## src/rtl/mar_req_queue.sv

```systemverilog
// Request queue in front of the memory address register: buffers up to DEPTH
// requests and issues them in order to a fixed-latency memory.
module mar_req_queue #(
    parameter int ADDR_W  = 16,
    parameter int DEPTH   = 4,
    parameter int MEM_LAT = 5
) (
    input  logic                       clk,
    input  logic                       reset_n,
    input  logic                       ld_mar,
    input  logic [ADDR_W-1:0]          in_addr,
    input  logic                       in_size,
    input  logic                       in_write,
    input  logic                       flush,
    output logic                       full,
    output logic [$clog2(DEPTH+1)-1:0] count,
    output logic [ADDR_W-1:0]          mem_addr,
    output logic                       mem_size,
    output logic                       mem_write,
    output logic                       mem_en,
    output logic                       mem_r,
    output logic                       unaligned,
    output logic                       overflow
);

    localparam int PTR_W = $clog2(DEPTH);
    localparam int CNT_W = $clog2(DEPTH + 1);
    localparam int LAT_W = (MEM_LAT > 1) ? $clog2(MEM_LAT) : 1;
    localparam logic [LAT_W-1:0] LAT_LOAD = LAT_W'(MEM_LAT - 1);

    typedef enum logic {
        IDLE = 1'b0,
        BUSY = 1'b1
    } state_t;

    state_t              state_q, state_d;
    logic [LAT_W-1:0]    lat_q, lat_d;
    logic [PTR_W-1:0]    wr_ptr_q, rd_ptr_q;
    logic [CNT_W-1:0]    count_q;

    logic [ADDR_W-1:0]   q_addr  [DEPTH];
    logic                q_size  [DEPTH];
    logic                q_write [DEPTH];

    logic                misaligned;
    logic                is_full;
    logic                push;
    logic                pop;

    assign misaligned = in_size & in_addr[0];
    // Fullness is judged on the pre-edge count, so a same-edge pop never makes room.
    assign is_full    = (count_q == CNT_W'(DEPTH));
    assign push       = ld_mar & ~flush & ~misaligned & ~is_full;

    assign full  = is_full;
    assign count = count_q;

    // FSM next state, pop decision and access outputs
    always_comb begin
        state_d = state_q;
        lat_d   = lat_q;
        pop     = 1'b0;
        mem_en  = 1'b0;
        mem_r   = 1'b0;
        case (state_q)
            IDLE: begin
                if (count_q != '0) begin
                    pop     = 1'b1;
                    state_d = BUSY;
                    lat_d   = LAT_LOAD;
                end
            end
            BUSY: begin
                mem_en = 1'b1;
                if (lat_q == '0) begin
                    mem_r = 1'b1;
                    if (count_q != '0) begin
                        pop   = 1'b1;
                        lat_d = LAT_LOAD;
                    end else begin
                        state_d = IDLE;
                    end
                end else begin
                    lat_d = lat_q - LAT_W'(1);
                end
            end
            default: begin
                state_d = IDLE;
                lat_d   = '0;
            end
        endcase
        if (flush) begin
            pop     = 1'b0;
            state_d = IDLE;
            lat_d   = '0;
        end
    end

    // Control state: FSM, latency counter, queue pointers and occupancy
    always_ff @(posedge clk or negedge reset_n) begin
        if (!reset_n) begin
            state_q  <= IDLE;
            lat_q    <= '0;
            wr_ptr_q <= '0;
            rd_ptr_q <= '0;
            count_q  <= '0;
        end else begin
            state_q <= state_d;
            lat_q   <= lat_d;
            if (flush) begin
                wr_ptr_q <= '0;
                rd_ptr_q <= '0;
                count_q  <= '0;
            end else begin
                if (push) wr_ptr_q <= wr_ptr_q + PTR_W'(1);
                if (pop)  rd_ptr_q <= rd_ptr_q + PTR_W'(1);
                count_q <= count_q + CNT_W'(push) - CNT_W'(pop);
            end
        end
    end

    // Queue storage carries no reset; entries are only read once written.
    always_ff @(posedge clk) begin
        if (push) begin
            q_addr[wr_ptr_q]  <= in_addr;
            q_size[wr_ptr_q]  <= in_size;
            q_write[wr_ptr_q] <= in_write;
        end
    end

    // Issued-request registers hold their value between accesses, like the MAR.
    always_ff @(posedge clk or negedge reset_n) begin
        if (!reset_n) begin
            mem_addr  <= '0;
            mem_size  <= 1'b0;
            mem_write <= 1'b0;
        end else if (pop) begin
            mem_addr  <= q_addr[rd_ptr_q];
            mem_size  <= q_size[rd_ptr_q];
            mem_write <= q_write[rd_ptr_q];
        end
    end

    // Rejection pulses last one cycle; a flush suppresses both.
    always_ff @(posedge clk or negedge reset_n) begin
        if (!reset_n) begin
            unaligned <= 1'b0;
            overflow  <= 1'b0;
        end else begin
            unaligned <= ld_mar & ~flush & misaligned;
            overflow  <= ld_mar & ~flush & ~misaligned & is_full;
        end
    end

endmodule

```

## config.mk

```make
export PLATFORM = sky130hd
export DESIGN_NAME = mar_req_queue
export DESIGN_NICKNAME = d
export VERILOG_FILES = /design/src/rtl/mar_req_queue.sv
export SDC_FILE = /design/constraint.sdc
export NUM_CORES = 1
export LEC_CHECK = 0
export ABC_CLOCK_PERIOD_IN_PS = 2900
export CAP_MARGIN = 10
export CORE_AREA = 4 4 93 116
export CTS_CLUSTER_DIAMETER = 120
export CTS_CLUSTER_SIZE = 16
export DETAILED_ROUTE_END_ITERATION = 7
export DIE_AREA = 0 0 97 120
export HOLD_SLACK_MARGIN = 0.05
export PLACE_DENSITY = 0.65
export SLEW_MARGIN = 40
export SYNTH_ARGS = -nofsm -noshare
export SYNTH_HDL_FRONTEND = slang
export SYNTH_SLANG_ARGS = --single-unit
export TNS_END_PERCENT = 1
```

## constraint.sdc

```tcl
create_clock -name clk -period 2.9 [get_ports clk]
set_input_delay 0.87 -clock clk [delete_from_list [all_inputs] [get_ports clk]]
set_output_delay 0.87 -clock clk [all_outputs]
set_load 0.1 [all_outputs]
```

Word-level counts from Yosys, hierarchy flattened
Memories as Yosys holds them, arrays and structs flattened. A register that Yosys moved wholly into a read port is not among the register bits.
Index checks and enable logic that the tools add are counted.
{"block": "classes", "n_addsub": 5, "eq_ne": 1, "muxes": 21, "n_bitwise": 10, "n_reduce_logical": 7}
{"operator": "$mux W3", "count": 4}
{"operator": "$mux W1", "count": 10}
{"operator": "$mux W2", "count": 4}
{"operator": "$and A1 B1 Y1", "count": 6}
{"operator": "$pmux W3 S2", "count": 1}
{"operator": "$add A2 B1 Y2 const B", "count": 2}
{"operator": "$not A1 Y1", "count": 4}
{"operator": "$pmux W1 S2", "count": 2}
{"operator": "$reduce_bool A2 Y1", "count": 2}
{"operator": "$add A3 B1 Y3", "count": 1}
{"operator": "$eq A3 B3 Y1 const B", "count": 1}
{"operator": "$logic_not A1 Y1", "count": 3}
{"operator": "$logic_not A3 Y1", "count": 1}
{"operator": "$reduce_bool A3 Y1", "count": 1}
{"operator": "$sub A3 B1 Y3", "count": 1}
{"operator": "$sub A3 B1 Y3 const B", "count": 1}
{"block": "word_totals", "ff_bits": 13, "mem_bits_rw": 72, "inputBits": 22, "output_inout_bits": 26, "n_memories": 3}
{"name": "q_addr", "words": 4, "word_bits": 16, "read_ports": 1, "rd_clocked_by_memory_dff": 1, "write_ports": 1, "line": "41", "text": "logic [ADDR_W-1:0] q_addr [DEPTH];"}
{"name": "q_size", "words": 4, "word_bits": 1, "read_ports": 1, "rd_clocked_by_memory_dff": 1, "write_ports": 1, "line": "42", "text": "logic q_size [DEPTH];"}
{"name": "q_write", "words": 4, "word_bits": 1, "read_ports": 1, "rd_clocked_by_memory_dff": 1, "write_ports": 1, "line": "43", "text": "logic q_write [DEPTH];"}

Longest topological paths before layout
Gate-level depths: netlist of the first run.
{"block": "depth", "ltp_word": 7, "ltp_mapped": 15, "ltp_nobuf": 13}

Least setup slack after synthesis of the first run
No wires, ideal clock.
{"block": "synth_timing", "path_kind": "register -> register", "from": "register count_q[2] (netlist: count[2])", "to": "register count_q[2] (netlist: count[2])", "setup_time_ns": 0.086, "t_arrival_ns": 3.721, "required_ns": 2.814, "setup_slack_ns": -0.907, "stages_incl_launch_ff": 13, "path_buffers": 0, "period_less_slack_ns": 3.807, "cell_sequence": "dfrtp_1 -> or3b_2 -> inv_1 -> nor3_1 -> inv_1 -> ha_1 -> inv_1 -> ha_1 -> inv_1 -> fa_1 -> xor2_1 -> and2_1 -> nor3_1"}
{"element": "start, declared", "line": "39", "text": "logic [CNT_W-1:0] count_q;"}
{"element": "start signal, assigned", "line": "117", "text": "count_q <= count_q + CNT_W'(push) - CNT_W'(pop);"}
{"element": "$eq A3 B3 Y1", "line": "52", "text": "assign is_full = (count_q == CNT_W'(DEPTH));"}
{"element": "via full", "line": "15", "text": "output logic full,"}
{"element": "$not A1 Y1", "line": "53", "text": "assign push = ld_mar & ~flush & ~misaligned & ~is_full;"}
{"element": "$and A1 B1 Y1", "line": "53"}
{"element": "$add A3 B1 Y3", "line": "117"}
{"element": "$sub A3 B1 Y3", "line": "117"}
{"element": "$mux W3", "line": "110", "text": "if (flush) begin"}
The timed path passes the listed nets, and every way through them passes these cells.
A chain may end at the register's enable or synchronous reset.

Worst setup path in the final report of the first run
{"block": "layout_timing", "from": "input in_size", "to": "register count_q[2] (netlist: count[2])"}
{"block": "layout_between", "elab_chain_len": 7}
{"element": "start, declared", "line": "12", "text": "input logic in_size,"}
{"element": "$and A1 B1 Y1", "line": "50", "text": "assign misaligned = in_size & in_addr[0];"}
{"element": "$not A1 Y1", "line": "53"}
{"element": "$and A1 B1 Y1 (2 in a row)", "line": "53"}
{"element": "$add A3 B1 Y3", "line": "117"}
{"element": "$sub A3 B1 Y3", "line": "117"}
{"element": "$mux W3", "line": "110"}
Every way passes these cells.

==> impl_metrics.toml, run 1 <==
[worst_setup_path]
crit_arrival_ns = 3.00
required_ns = 3.15
rr_endpoint = "count[2]"
crit_path_end_kind = "flip-flop"
cp_max_fo = 2
ff2ff_setup_slack_ns = 0.40
path_class = "in -> reg"
startpoint_type = "input pin"
cp-startpoint = "in_size"
worstRegToRegCells = 13
crit_path_end = "count[2]"
r2r-start = "lat_q[0]"

[cts]
cts_buffers = 9
cts_setup_buffers = 0
cts.htree.levels = 3
clock_latency_ns = 0.34
ctsRootBufferMaster = "clkbuf_16"
cts-hold-fix-buffers = 0
clkTransAtPathRegs_ns = 0.07
cts_tree = "yes"
cts_sinks = 103
cts_resized = 0
cts.path.max_buffers = 2

[synthesis]
synthesis.nets = 240
synth_top_area_share_pct = 53.1
ys_warn_count = 0
synth_area_per_cell_um2 = 19.5
yosysTopAreaCell = "edfxtp_1"
synthTopCellsByArea = "edfxtp_1, dfrtp_1, mux4_2, mux2_4, mux2_2"
synth_area_mm2 = 0.00407
ys_seq_area_share_pct = 72.1
synth_cell_types = 32
synthCells = 209
synth_seq_cells = 103

[grt]
grt_max_degree = 32
antenna_found_initial = 0
grt_pass1_vias = 2140
track_usage_pct = 12.9
grt_pass1_wl_um = 11400
overflow = 0

[drt]
routedWlPerCell_um = 17.1
vias = 2003
dr.first_iter.drc_count = 79
drc = 0
viasPerCell = 4.92
first_pass_iters = 4
wl_um = 6950
ant_nets = 0

[floorplanning]
die_y_um = 120
die_area_mm2 = 0.0116
io-pin-count = 48
placementRows = 40
start_util_pct = 42.2
core_mm2 = 0.00966
die_x_um = 97

[finish]
final-seq-area_mm2 = 0.00295
drive_gt1_share_pct = 37.4
syn_to_final_growth_pct = 24.8
n_fill_cell = 778
nets = 307
antenna_cells = 0
multi_input_area_mm2 = 0.00106

[status]
status = "finished clean"

[hold_path]
hp-class = "in -> async"

[timing]
holdWs_ns = 0.473
layout_worst_path_cycle_share_pct = 94.7
setup_viol = 0
finalMaxSlewViolations = 0
worst_pin_slew_ns = 0.504
relSlewSlack_pct = 66.4
max_freq_ghz = 0.364
hold_viol = 0
fin_skew_ns = 0.00961
setup_ws_ns = 0.152
finalCriticalPeriod_ns = 2.75
rsz0062_at_grt = "false"

[placed_design]
gp_congestion = 0.724
place_hpwl_um = 4510
io_buffers = 47
pre_cts_slack_ns = -0.210

[run]
maxCapViolCount = 0
==> worst min path at each step <==
stage	from	end	slack (ns)	depth (start not counted)
2_1_floorplan	lat_q[0]	lat_q[0]	0.51	2
4_1_cts	mem_addr[4]	mem_addr[4]	0.52	1
3_5_place_dp	mem_addr[15]	mem_addr[15]	0.50	1
3_3_place_gp	mem_write	mem_write	0.49	1
6_report	reset_n	count[2]	0.47	1
5_1_grt	reset_n	count[2]	0.50	1
==> logic make-up after synthesis <==
family	Yosys count	synth area share (%)
AND/OR/NAND/NOR	32	5.07
flip-flops	103	72.1
AO/OA/AOI/OAI	11	1.63
adder cells (fa/ha/maj)	9	2.95
buffers and inverters	17	2.27
multiplexers	36	15.8
XOR/XNOR	1	0.215
==> cells in the final DEF (no fill, tap or decap), types with 7 or more instances in the layout <==
master           netlist  final
mux2_4                 9      9
edfxtp_1              72     72
ha_1                   8      8
dfrtp_1               31     27
mux4_2                18     18
buf_4                  1     40
and2_1                 7      7
clkdlybuf4s50_1        0     20
inv_1                 10      9
clkbuf_16              0      9
mux2_2                 9      9
==> stage by stage <==
step                cell area, um^2  util [%]  instances  TNS [ns]
global route                   5080      52.6        407         0
global placement               4770      49.3        391    -0.200
finish                         5080      52.6        407         0
floorplan                      4110         -        209    -0.163
detailed placement             4770      49.4        391    -0.245
CTS                            5080      52.6        407         0
==> final cells by class <==
cell class | count | share of cell area (%)
sequential | 103 | 58.0
timing repair buffer | 63 | 11.0
inverter | 10 | 0.812
clock buffer | 10 | 4.50
multi-input combinational | 89 | 20.8
tap | 126 | 3.10
clock inverter | 6 | 1.67
==> cell usage after synthesis, drive strengths merged <==
library cell / instances
nand3: 2
and2: 8
a221oi: 1
ha: 8
edfxtp: 72
o31ai: 3
nand2b: 1
a21oi: 6
clkbuf: 3
mux4: 18
or4: 1
nand2: 2
mux2: 18
fa: 1
nand4: 2
xor2: 1
or3: 1
inv: 10
buf: 4
o21ai: 1
or2b: 2
nor3: 5
nor2: 4
nor2b: 3
dfrtp: 31
or3b: 1
==> sequential cells by signal, summed over array words and instances, names as in the netlist <==
signal / flops
mem_addr: 16
mem_size: 1
wr_ptr_q: 2
unaligned: 1
overflow: 1
q_write: 4
rd_ptr_q: 2
q_addr: 64
lat_q: 3
count: 3
q_size: 4
state_q: 1
mem_write: 1
==> layer usage <==
metal	GRT usage (%)	part of all wire, %	routed length (um)	vias to the layer above
met5	0	0	0	-
li1	-	-	-	945
met4	5.53	1.3	90	0
met2	21.7	52	3620	39
met1	16.0	42	2920	1011
met3	3.14	4.5	311	8
==> critical path, cell delays in order <==
cell	delay (ns)
clkdlybuf4s50_1	0.44
and2_1	0.21
nor3_4	0.17
inv_1	0.06
ha_1	0.26
inv_1	0.05
ha_1	0.12
inv_1	0.05
fa_2	0.33
xor2_1	0.15
and2_1	0.15
nor3_1	0.11
Power of run 1 is left out: the tool's default activity adds up to more than one toggle a clock period on the data nets, which glitch-free logic cannot reach.
==> inputs of run 2 (changes only) <==
- CORE_AREA: 4 4 93 116 -> 4 4 110 138
- CTS_CLUSTER_SIZE: 16 -> 40
- DIE_AREA: 0 0 97 120 -> 0 0 114 142
- PLACE_DENSITY: 0.65 -> unset
==> run 2 against run 1 <==
  * Highest routed layer unchanged
  * Global-route usage decreased by 3.0 points
  * Cell area up 1.7%
  * Routed wire length is 7.6% higher
  * Critical endpoint unchanged
  * Hold slack got worse by 0.032 ns
  * Critical path depth did not move
  * Fmax decreased by 0.67%
  * Clock-buffer cell count fell by 1
  * Setup slack got worse by 0.018 ns
  * Final cell count up 12%
  * Core utilization down 15 points
  * First-iteration DRC count fell by 28%
  * Clock skew decreased by 0.00056 ns
==> impl_metrics.toml, run 2 (synthesis results as in run 1) <==
[status]
status = "finished clean"

[floorplanning]
die_area_mm2 = 0.0162
die_x_um = 114
start_util_pct = 29.5
die_y_um = 142
io-pin-count = 48
core_mm2 = 0.0138
placementRows = 48

[hold_path]
hp-class = "in -> async"

[finish]
n_fill_cell = 1305
largest_register_ffs = 64
syn_to_final_growth_pct = 27.0
regMostFlops = "q_addr"
multi_input_area_mm2 = 0.00106
nets = 307
final_common_cell = "edfxtp_1"
drive_gt1_share_pct = 37.1
antenna_cells = 0
fin_area_mm2 = 0.00517
reg_top3 = "q_addr (64), mem_addr (16)"
final-seq-area_mm2 = 0.00295
fin_util_pct = 37.4
mostFrequentLayoutCells = "edfxtp_1, buf_4, dfrtp_1"

[cts]
cts_sinks = 103
cts_setup_buffers = 0
ctsRootBufferMaster = "clkbuf_16"
cts.path.max_buffers = 2
cts.htree.levels = 3
clkTransAtPathRegs_ns = 0.07
cts-hold-fix-buffers = 0
cts_buffers = 9
cts_tree = "yes"
clock_latency_ns = 0.34

[pwr]
leakage_nw = 1.89
power_density_mw_per_mm2 = 1140
power.total_mw = 5.89
ir_drop_v = 0.000658

[placed_design]
gp_congestion = 0.703
place_area_mm2 = 0.00485
place_hpwl_um = 5130
io_buffers = 47

[drt]
top_layer = "met4"
ant_nets = 0
dr_wl_met2_um = 3760
routedWlPerCell_um = 16.4
viasPerCell = 4.44
wl_met1_um = 3270
drc = 0
vias = 2022
dr.first_iter.drc_count = 57
wl_um = 7470
first_pass_iters = 4
dr_wl_met3_um = 307

[worst_setup_path]
cp-startpoint = "flush"
crit_path_end_kind = "flip-flop"
r2r-start = "count[1]"
crit_path_end = "count[2]"
required_ns = 3.15
rr_endpoint = "count[2]"
crit_arrival_ns = 3.02
worstRegToRegCells = 12
cp_max_fo = 2
path_class = "in -> reg"
ff2ff_setup_slack_ns = 0.38
startpoint_type = "input pin"

[timing]
hold_viol = 0
finalMaxSlewViolations = 0
fin_skew_ns = 0.00905
rsz0062_at_grt = "false"
holdWs_ns = 0.441
setup_tns_ns = 0
setup_viol = 0
relSlewSlack_pct = 60.0
max_freq_ghz = 0.362
finalCriticalPeriod_ns = 2.77
worst_pin_slew_ns = 0.600
layout_worst_path_cycle_share_pct = 95.4

[run]
maxCapViolCount = 0

[grt]
overflow = 0
grt_max_degree = 21
track_usage_pct = 9.93
grt_pass1_wl_um = 11900
antenna_found_initial = 0
grt_pass1_vias = 2178
## run 2: cell count changes in the layout (fill, tap and decap cells not counted), moves of 2 or more
cell	before	now
clkdlybuf4s50_1	20	18
inv_8	0	2
clkinv_2	2	0
dlymetal6s2s_1	0	2
buf_4	40	38
## run 2: power by group
part	internal [mW]	switching, mW	leakage [nW]
clock	0.760	0.516	0.153
sequential	1.81	0.202	1.03
combinational	0.863	1.74	0.705
## run 2: worst min path at each step
stage                       from            to  slack, ns
finish                   reset_n   mem_addr[9]       0.44
global route             reset_n   mem_addr[2]       0.45
CTS                      reset_n   mem_addr[2]       0.44
detailed placement  mem_addr[11]  mem_addr[11]       0.50
global placement       mem_write     mem_write       0.50
floorplan               lat_q[0]      lat_q[0]       0.51
## run 2: stage by stage
| step | instances | worst slack (ns) |
|---|---|---|
| 6_report | 455 | 0.134 |
| 5_1_grt | 455 | 0.00101 |
| 3_5_place_dp | 440 | -0.312 |
| 2_1_floorplan | 209 | -0.162 |
| 3_3_place_gp | 439 | -0.250 |
| 4_1_cts | 455 | 0.0370 |
## run 2: metal layers
layer,vias up,global-route usage (%)
met4,0,4.13
li1,939,-
met5,-,0
met1,1036,12.4
met3,10,2.59
met2,37,16.4
## run 2: area by class of cell
type	instances	share of cell area, %
multi-input combinational	89	20.5
sequential	103	57.0
clock buffer	9	4.35
inverter	10	0.798
tap	175	4.23
clock inverter	6	1.81
timing repair buffer	63	11.3
## run 2: critical path: stages
cell and delay [ns]:
clkdlybuf4s50_1 0.42, nand2b_1 0.21, nor3_4 0.21, inv_1 0.06, ha_1 0.27, inv_1 0.06, ha_1 0.13, inv_1 0.05
fa_2 0.33, xor2_1 0.15, and2_1 0.15, nor3_1 0.13
## run 2: timing repair
item                       CTS  global route
resized for setup            0             2
hold endpoints to repair     0             0
setup endpoints to repair    0             1
(Power assumes the default switching activity.)
==> patch 1, RTL diff (flow settings as in run 2) <==
Register the output `count` once more, with the module's reset; this adds one clock of latency there. The other outputs are not delayed to match.
--- a/src/rtl/mar_req_queue.sv
+++ b/src/rtl/mar_req_queue.sv
@@ -53,7 +53,13 @@
     assign push       = ld_mar & ~flush & ~misaligned & ~is_full;
 
     assign full  = is_full;
-    assign count = count_q;
+    always_ff @(posedge clk or negedge reset_n) begin
+        if (!reset_n) begin
+            count <= '0;
+        end else begin
+            count <= count_q;
+        end
+    end
 
     // FSM next state, pop decision and access outputs
     always_comb begin
Behaviour: not the same (a bounded check fails within 4 cycles, from zero or initial values and one cycle with reset_n low).
==> patch 1 against run 2 <==
Total power shrank 1.8%; routed wire length shrank 2.4%; sequential share of layout area grew 0.84 points; first-iteration DRC count grew 61%; worst setup slack gained 0.039 ns; synthesized area grew 1.8%; design area grew 0.73%; sequential cell count grew 3.
==> patch 1: results <==
[synthesis]
synth_compound_area_share_pct = 1.60
synthTopCellsByArea = edfxtp_1 (52%), dfrtp_1 (21%), mux4_2 (9.8%)
synthXorXnorAreaFrac_pct = 0.211
synth_fp_nets = 243
synthAdderAreaFrac_pct = 2.90

[timing]
clock_skew_ns = 0.0113
tightest_slew_ns = 0.529

[placement]
place_ws_ns = -0.343
gp_congestion = 0.699
place_hpwl_um = 4650

[power_and_ir_drop]
p_clk_mw = 1.22
switching_power_mw = 2.42

[critical_path]
arrival_ns = 2.98

[cells_and_area]
final-clk-cell-share_pct = 5.76
multi_input_area_share_pct = 20.3

[drt]
dr_wl_met3_um = 274
wl_met1_um = 3210
met2WireLength_um = 3690
viasPerCell = 4.50
drt-initial-drc-count = 92

[status]
outcome = completed

[global_route]
grtUsageTotal_pct = 9.74
grt_pass1_wl_um = 11900
grt_max_degree = 35
grt_pass1_vias = 2198
patch 1: cell count changes in the layout (fill, tap and decap cells not counted), sizes merged:
cell,change
buf,-3
bufinv,-1
clkdlybuf4s50,+1
clkinv,+1
dfrtp,+3
dlymetal6s2s,-1
inv,+1
patch 1: worst paths after layout:
| kind | end | slack, ns | cells past startpoint | startpoint |
|---|---|---|---|---|
| min in group clk | count[2]$_DFF_PN0_ | 0.50 | 0 | count_q[2]$_DFF_PN0_ |
| max in group asynchronous | rd_ptr_q[1]$_DFFE_PN0P_ | 2.09 | 1 | reset_n |
| hold reg to reg | count[2]$_DFF_PN0_ | 0.50 | 0 | count_q[2]$_DFF_PN0_ |
| hold / removal | mem_addr[13]$_DFFE_PN0P_ | 0.47 | 1 | reset_n |
| setup / recovery | count_q[2]$_DFF_PN0_ | 0.17 | 12 | ld_mar |
| setup reg to reg | count_q[2]$_DFF_PN0_ | 0.27 | 12 | count_q[1]$_DFF_PN0_ |
==> patch 2, RTL diff (settings of run 2) <==
Without the edit above. `MEM_LAT`: 5 -> 10.
--- a/src/rtl/mar_req_queue.sv
+++ b/src/rtl/mar_req_queue.sv
@@ -3,7 +3,7 @@
 module mar_req_queue #(
     parameter int ADDR_W  = 16,
     parameter int DEPTH   = 4,
-    parameter int MEM_LAT = 5
+    parameter int MEM_LAT = 10
 ) (
     input  logic                       clk,
     input  logic                       reset_n,
Behaviour: not the same (Yosys sat finds a counterexample within 10 cycles, from zero or initial values and one cycle with reset_n low).
==> patch 2 against run 2 <==
Total power grew 1.9%; critical path depth is the same; non-clock buffer count down 3; cell count rose by 1.3%; critical endpoint unchanged; core utilization grew 0.53 points; sequential cell count rose by 1; global-route usage is 0.29 points higher; worst hold slack better by 0.048 ns; count of clock-buffer cells in the layout grew 1; routed wire length up 5.1%; design area increased by 1.4%; worst setup slack got worse by 0.0019 ns; synthesized area grew 1.5%.
==> patch 2: results <==
[drt]
wl_um = 7850
drt-initial-drc-count = 68
num_vias = 2081

[placement]
io_buffers = 47
gp_congestion = 0.696
postPlaceCellArea_mm2 = 0.00492
place_inst = 445
place_hpwl_um = 5060
place_ws_ns = -0.237

[cells_and_area]
nFillCells = 1297
final_layout_size_suffix_gt1_share_pct = 36.7
nNetsFinal = 311
instances_no_fill = 461

[global_route]
grt_max_degree = 33
grt_antenna_before_repair = 0
grtUsageTotal_pct = 10.2
grt_pass1_wl_um = 12300
grt_pass1_vias = 2225
use_met2_pct = 17.3
grt_use_met3_pct = 3.11
use_met1_pct = 12.3

[timing]
tightest_slew_ns = 0.530
clock_skew_ns = 0.00653
setup_slack_ns = 0.132
worst_hold_slack_ns = 0.489

[synthesis]
synthTopCellsByArea = edfxtp_1 (52%), dfrtp_1 (19%), mux4_2 (9.8%)
syn_avg_cell_area_um2 = 19.1
ys_seq_area_share_pct = 71.6
synth_common_cells = edfxtp_1 (72), dfrtp_1 (32), mux4_2 (18), mux2_2 (11)
ys_async_sr_fraction_pct = 30.8
synth_fp_nets = 247
yosysUniqueCellTypes = 36

[clock_network]
clk_latency_ns = 0.34
htreeDepth = 3

[power_and_ir_drop]
p_leak_nw = 1.89
ir_drop_mv = 0.568

[critical_path]
slowest_stage = clkdlybuf4s50_1
arrival_ns = 3.02
reg2reg_setup_slack_ns = 0.17
r2r_start = lat_q[0]$_DFF_PN0_

[status]
outcome = completed
patch 2: cell count changes after synthesis, sizes merged, moves of 2 or more:
cell    delta
a211oi     +2
and2       -2
mux2       +2
nor2       +4
or2b       -2
patch 2: worst paths after layout:
check	end
min in group clk	mem_addr[9]$_DFFE_PN0P_
setup / recovery	count[2]$_DFF_PN0_
hold / removal	lat_q[2]$_DFF_PN0_
max in group asynchronous	count[0]$_DFF_PN0_
setup reg to reg	count[2]$_DFF_PN0_
hold reg to reg	mem_addr[9]$_DFFE_PN0P_
patch 2: repair_timing:
action,in CTS,in global routing
hold buffers,0,0
resized for setup,0,1
endpoints found under the setup margin,0,1
hold endpoints to repair,0,0
patch 2: kinds of logic (layout without fill, tap and decap cells):
logic type | Yosys count | count (layout) | synth area share (%)
buffers and inverters | 16 | 85 | 1.85
adder cells (fa/ha/maj) | 8 | 8 | 2.60
multiplexers | 39 | 39 | 16.3
AO/OA/AOI/OAI | 13 | 13 | 2.33
AND/OR/NAND/NOR | 36 | 36 | 5.08
XOR/XNOR | 1 | 1 | 0.212
flip-flops | 104 | 104 | 71.6
patch 2: power by group:
part	switching, mW	total, mW	internal [mW]
clock	0.511	1.27	0.761
combinational	1.81	2.71	0.904
sequential	0.188	2.02	1.83
total	2.51	6.00	3.50
patch 2: final cells by class:
class	count	area (µm²)	area share, %
sequential	104	2980	56.7
timing repair buffer	60	576	11.0
clock buffer	10	229	4.37
multi-input combinational	97	1120	21.3
inverter	9	37.5	0.716
clock inverter	6	90.1	1.72
tap	175	219	4.17
patch 2: layer usage:
metal,wire length (µm),share of wire [%]
met1,3110,40
met3,381,4.9
met4,104,1.3
met5,0,0
met2,4250,54
